==> config.mk <==
export PLATFORM = sky130hd
export DESIGN_NAME = dcache_port_scheduler
export DESIGN_NICKNAME = d
export VERILOG_FILES = /design/src/rtl/dcache_port_scheduler.sv
export SDC_FILE = /design/constraint.sdc
export NUM_CORES = 1
export LEC_CHECK = 0
export BUFFER_PORTS_ARGS = -buffer_cell sky130_fd_sc_hd__buf_2
export CORE_MARGIN = 10
export CORE_UTILIZATION = 39
export CTS_BUF_LIST = sky130_fd_sc_hd__clkbuf_16
export CTS_CLUSTER_DIAMETER = 200
export DETAILED_ROUTE_END_ITERATION = 10
export PLACE_DENSITY_LB_ADDON = 0.12
export SETUP_SLACK_MARGIN = 0.1
export SYNTH_ARGS = -nofsm -noshare
export SYNTH_HDL_FRONTEND = slang
export SYNTH_SLANG_ARGS = --single-unit
==> constraint.sdc <==
create_clock -name clock -period 1.85 [get_ports clock]
set_input_delay 0.0925 -clock clock [delete_from_list [all_inputs] [get_ports clock]]
set_output_delay 0.0925 -clock clock [all_outputs]
set_load 0.005 [all_outputs]
==> src/rtl/dcache_port_scheduler.sv <==
// Purpose: arbitrates the single-ported D-cache data array among refill, load and store-drain requesters, with drain anti-starvation and a fence flush sequence.
// Latency: zero; grants and arr_* are combinational from state and valids, and the array samples at the next rising edge.
// Backpressure: a ready rises only with its own valid; a requester that is not granted sees ready=0 and holds its request.
module dcache_port_scheduler #(
  parameter int LINE_WORDS = 4,
  parameter int MAX_STALL  = 8
) (
  input  logic        clock,
  input  logic        reset,
  input  logic        load_req_valid,
  input  logic [31:0] load_req_addr,
  output logic        load_req_ready,
  input  logic        sb_drain_valid,
  input  logic [31:0] sb_drain_addr,
  input  logic [31:0] sb_drain_data,
  output logic        sb_drain_ready,
  input  logic        refill_valid,
  input  logic [31:0] refill_addr,
  input  logic [31:0] refill_data,
  output logic        refill_ready,
  input  logic        fence_req,
  output logic        fence_done,
  output logic        arr_en,
  output logic        arr_we,
  output logic [31:0] arr_addr,
  output logic [31:0] arr_wdata,
  output logic [1:0]  grant_src
);

  localparam int BW  = $clog2(LINE_WORDS);
  localparam int OFF = BW + 2;
  localparam int SW  = $clog2(MAX_STALL + 1);

  localparam logic [1:0] G_NONE   = 2'd0;
  localparam logic [1:0] G_LOAD   = 2'd1;
  localparam logic [1:0] G_DRAIN  = 2'd2;
  localparam logic [1:0] G_REFILL = 2'd3;

  typedef enum logic [1:0] {S_IDLE, S_REFILL, S_FENCE} state_t;

  state_t         state_q, state_d;
  logic [BW-1:0]  beat_q, beat_d;
  logic [SW-1:0]  stall_q, stall_d;
  // Only the line-aligned upper bits of the refill base are kept.
  logic [31:OFF]  base_q, base_d;
  logic [1:0]     src;

  // Address bits below word (or line, for refill) granularity never matter.
  logic unused_addr_bits;
  assign unused_addr_bits = ^{load_req_addr[1:0], sb_drain_addr[1:0], refill_addr[OFF-1:0]};

  // State register: FSM state, refill beat counter, drain stall counter, refill base.
  always_ff @(posedge clock or negedge reset) begin
    if (!reset) begin
      state_q <= S_IDLE;
      beat_q  <= '0;
      stall_q <= '0;
      base_q  <= '0;
    end else begin
      state_q <= state_d;
      beat_q  <= beat_d;
      stall_q <= stall_d;
      base_q  <= base_d;
    end
  end

  // Next-state logic and grant selection; everything is forced quiet while in reset.
  always_comb begin
    state_d        = state_q;
    beat_d         = beat_q;
    stall_d        = stall_q;
    base_d         = base_q;
    src            = G_NONE;
    fence_done     = 1'b0;
    load_req_ready = 1'b0;
    sb_drain_ready = 1'b0;
    refill_ready   = 1'b0;
    arr_en         = 1'b0;
    arr_we         = 1'b0;
    arr_addr       = '0;
    arr_wdata      = '0;

    if (reset) begin
      case (state_q)
        S_IDLE: begin
          if (refill_valid) begin
            src     = G_REFILL;
            base_d  = refill_addr[31:OFF];
            beat_d  = BW'(1);
            state_d = S_REFILL;
          end else if (sb_drain_valid && stall_q == SW'(MAX_STALL)) begin
            src = G_DRAIN;
          end else if (load_req_valid) begin
            src = G_LOAD;
          end else if (sb_drain_valid) begin
            src = G_DRAIN;
          end else if (fence_req) begin
            state_d = S_FENCE;
          end
          // Count only cycles where a waiting drain was passed over.
          if (!sb_drain_valid || src == G_DRAIN) begin
            stall_d = '0;
          end else if (stall_q != SW'(MAX_STALL)) begin
            stall_d = stall_q + SW'(1);
          end
        end
        S_REFILL: begin
          if (refill_valid) begin
            src    = G_REFILL;
            beat_d = beat_q + BW'(1);
            if (beat_q == BW'(LINE_WORDS - 1)) begin
              state_d = S_IDLE;
            end
          end
        end
        S_FENCE: begin
          if (sb_drain_valid) begin
            src = G_DRAIN;
          end else begin
            fence_done = 1'b1;
            state_d    = S_IDLE;
          end
        end
        default: state_d = S_IDLE;
      endcase

      case (src)
        G_LOAD: begin
          load_req_ready = 1'b1;
          arr_en         = 1'b1;
          arr_addr       = {load_req_addr[31:2], 2'b00};
        end
        G_DRAIN: begin
          sb_drain_ready = 1'b1;
          arr_en         = 1'b1;
          arr_we         = 1'b1;
          arr_addr       = {sb_drain_addr[31:2], 2'b00};
          arr_wdata      = sb_drain_data;
        end
        G_REFILL: begin
          refill_ready = 1'b1;
          arr_en       = 1'b1;
          arr_we       = 1'b1;
          arr_wdata    = refill_data;
          // Beat 0 comes straight from the input; later beats from the captured base.
          if (state_q == S_IDLE) begin
            arr_addr = {refill_addr[31:OFF], {OFF{1'b0}}};
          end else begin
            arr_addr = {base_q, beat_q, 2'b00};
          end
        end
        default: ;
      endcase
    end
  end

  assign grant_src = src;

endmodule

==> out/results.txt <==
core area -> 0.008763 sq mm
max-cap check violation count -> 0
failing checks -> setup timing
status -> finished with violations
TNS Setup -> -16.33 ns
routed len/inst -> 18.85 um
Die ar. -> 0.01322 sq mm
I/O pins -> 238
RD Place Congestion -> 0.7957
Post-Place Setup Slack -> -0.05989 ns
Top Family by Delay on Critical Path -> buffers and inverters
Synth Area in Adders -> 1.067%
worst-path cell chain -> inv_2 -> ha_4 -> buf_6 -> nand3b_1 -> a22oi_4 -> buf_12 -> nand2_8 -> buf_16 -> a21oi_1 -> buf_2
clock latency on the worst-skew pair -> 0.27 ns
fmax -> 459.4 MHz
XOR/XNOR share of the synthesized area -> 0%
Antenna Cells -> 0
CTS tree -> done
Top Usage Layer GRT -> met2
Tmin final -> 2.177 ns
mapped cell area -> 0.003518 sq mm
first-pass GRT wire length -> 22090 um
CTS Buf Count -> 5
post-synthesis mux area share -> 18.49%
# fillers -> 717
final hold slack -> 0.06145 ns
Pwr Density -> 926.0 mW/mm^2
area grow syn2layout -> 68.07%
complex-gate fraction of the synthesized area -> 26.92%
Port-buffer cells -> 227
final setup fails -> 70
M1 GR Usage -> 24.09%
Root Driver -> clkbuf_16
row cnt -> 34
post-synthesis simple-gate area fraction -> 16.64%
Synth Register Bits -> 36
Hold Crit Class -> input pin to flop
Seq/Total Area, Yosys -> 25.60%
slowest stage cell, crit path -> dfrtp_1
CP arrival -> 2.08 ns
largest net degree at the start of global routing -> 31
slowest cell delay on critical path -> 0.38 ns
Antenna Nets Post-Route -> 0
Die Y -> 115.0 um
Remaining DRCs -> 0
H-Tree Depth -> 2
skew final -> 0.004524 ns
Starting Density -> 40.15%
Pleak -> 0.002928 uW
Buf+Inv Stages, Crit Path -> 5
Iteration-0 DRC Markers -> 342
Via density -> 5.325
GR met3 Demand/Resource -> 4.115%
startpoint types -> flop
Hold Fails Final Rpt -> 0
post-synthesis cell count -> 441
proportion of layout cells with a drive suffix above 1 -> 61.12%
CTS clk-pin slew, worst paths -> 0.06 ns
period utilization -> 117.7%
Slew Limit Fails -> 0
initial antenna violation count -> 0
Max FO, Critical Path -> 8
Total Power -> 5476 uW
grt met2 use -> 36.67%
clock sinks -> 36
vias in the first global route -> 4358
global route overflow -> 0
Peak supply drop -> 0.7347 mV
# nets final -> 865
most frequent cells in the layout -> 223 x buf_2, 83 x nand2_1, 56 x mux2_2
Avg Cell Area, Syn -> 7.978 sq um
unique cell type count in the Yosys netlist -> 43
RSZ-0062 raised after global routing -> yes
HPWL Detailed -> 10840 um
largest family of logic cells by synthesized area -> compound AO/OA/AOI/OAI gates
warnings from Yosys -> 0
commonest non-fill, non-tap cell in the layout -> buf_2
Vias -> 4287
Required @ worst endpoint -> 1.76 ns
DIE WIDTH -> 115.0 um
maximum root-to-sink buffer count -> 2
GRT Total Usage -> 20.25%
drt first pass iters -> 4
routed wire length -> 15180 um
Final WS setup -> -0.3270 ns
Worst setup EP type -> output port
critical path type -> flop to output port
final cells by class:
type	instances	area (sq um)	area share [%]
multi-input combinational	328	2529	42.76
sequential	36	902.1	15.26
clock buffer	5	125.1	2.116
inverter	35	141.4	2.391
tap	108	135.1	2.285
timing repair buffer	290	2069	35.00
clock inverter	3	11.26	0.1904
state kept, by name (all words and copies together) (netlist names):
name / flops
stall_q: 4
beat_q: 2
state_q: 2
base_q: 28
cell families after synthesis:
family,after synthesis
muxes,58
AOI/OAI and AO/OA,135
buffers and inverters,78
adders and majority gates,3
DFF,36
and+or+nand+nor,130
other,1
cells in the mapped netlist (all sizes together):
master,instances,area share [%]
and4b,1,0.28
mux2i,2,0.57
o211ai,54,12
o311ai,1,0.25
o21ai,5,1.0
and3,2,0.36
inv,35,3.7
a21oi,37,5.5
a21boi,27,5.8
a22o,2,0.50
mux2,56,18
buf,36,6.7
nor2,3,0.32
or3b,2,0.50
nand4,1,0.18
nand2,101,11
a31o,1,0.25
and4bb,1,0.36
a22oi,1,0.60
nand3,4,0.71
nor3,3,0.57
nor3b,4,0.85
dfrtp,36,26
nand3b,4,0.85
o31ai,1,0.21
clkbuf,7,0.75
o21a,4,0.85
a21o,1,0.21
conb,1,0.11
and3b,1,0.25
o2111ai,1,0.25
nand2b,2,0.36
ha,3,1.1
nor4bb,1,0.28
final timing paths:
path	start	to	slack, ns	cells after the start
setup / recovery	stall_q[1]	arr_wdata[13]	-0.33	10
hold / removal	refill_addr[31]	base_q[31]	0.06	2
setup reg to reg	state_q[1]	beat_q[1]	-0.03	7
hold reg to reg	base_q[7]	base_q[7]	0.50	1
max in group asynchronous	reset	base_q[14]	1.09	3
min in group asynchronous	reset	state_q[0]	0.17	3
worst reg2reg max path: stages, from the launching register on:
cell     delay [ns]
dfrtp_1        0.39
or3b_4         0.45
o21ai_4        0.28
buf_6          0.14
buf_6          0.09
nand3_4        0.08
buf_6          0.13
a22o_1         0.21
layer usage:
metal | up-vias | part of all wire [%]
met5 | - | 0
met4 | 0 | 1.3
met3 | 22 | 6.1
met2 | 130 | 54
met1 | 2076 | 39
li1 | 2059 | -
power breakdown:
part / switching (uW) / total [uW] / internal [uW]
Combinational: 1450 / 3330 / 1880
Sequential: 202 / 1360 / 1160
Clock: 303 / 787 / 484
per-stage QoR:
stage               std cells  utilization, %  instance area [sq um]
global placement          766           55.27                   4843
CTS                       796           64.11                   5618
finish                    805           67.48                   5913
floorplan                 442               -                   3541
global route              805           67.48                   5913
detailed placement        766           55.27                   4843
repair_timing:
item	4_1_cts	5_1_grt
pin swaps	45	25
cloned	7	6
setup buffers	13	7
gates resized for setup	97	40
endpoints found under the setup margin	70	104
hold buffers	2	1
endpoints found under the hold margin	13	2
No activity file was read; power rests on OpenSTA's default activity.
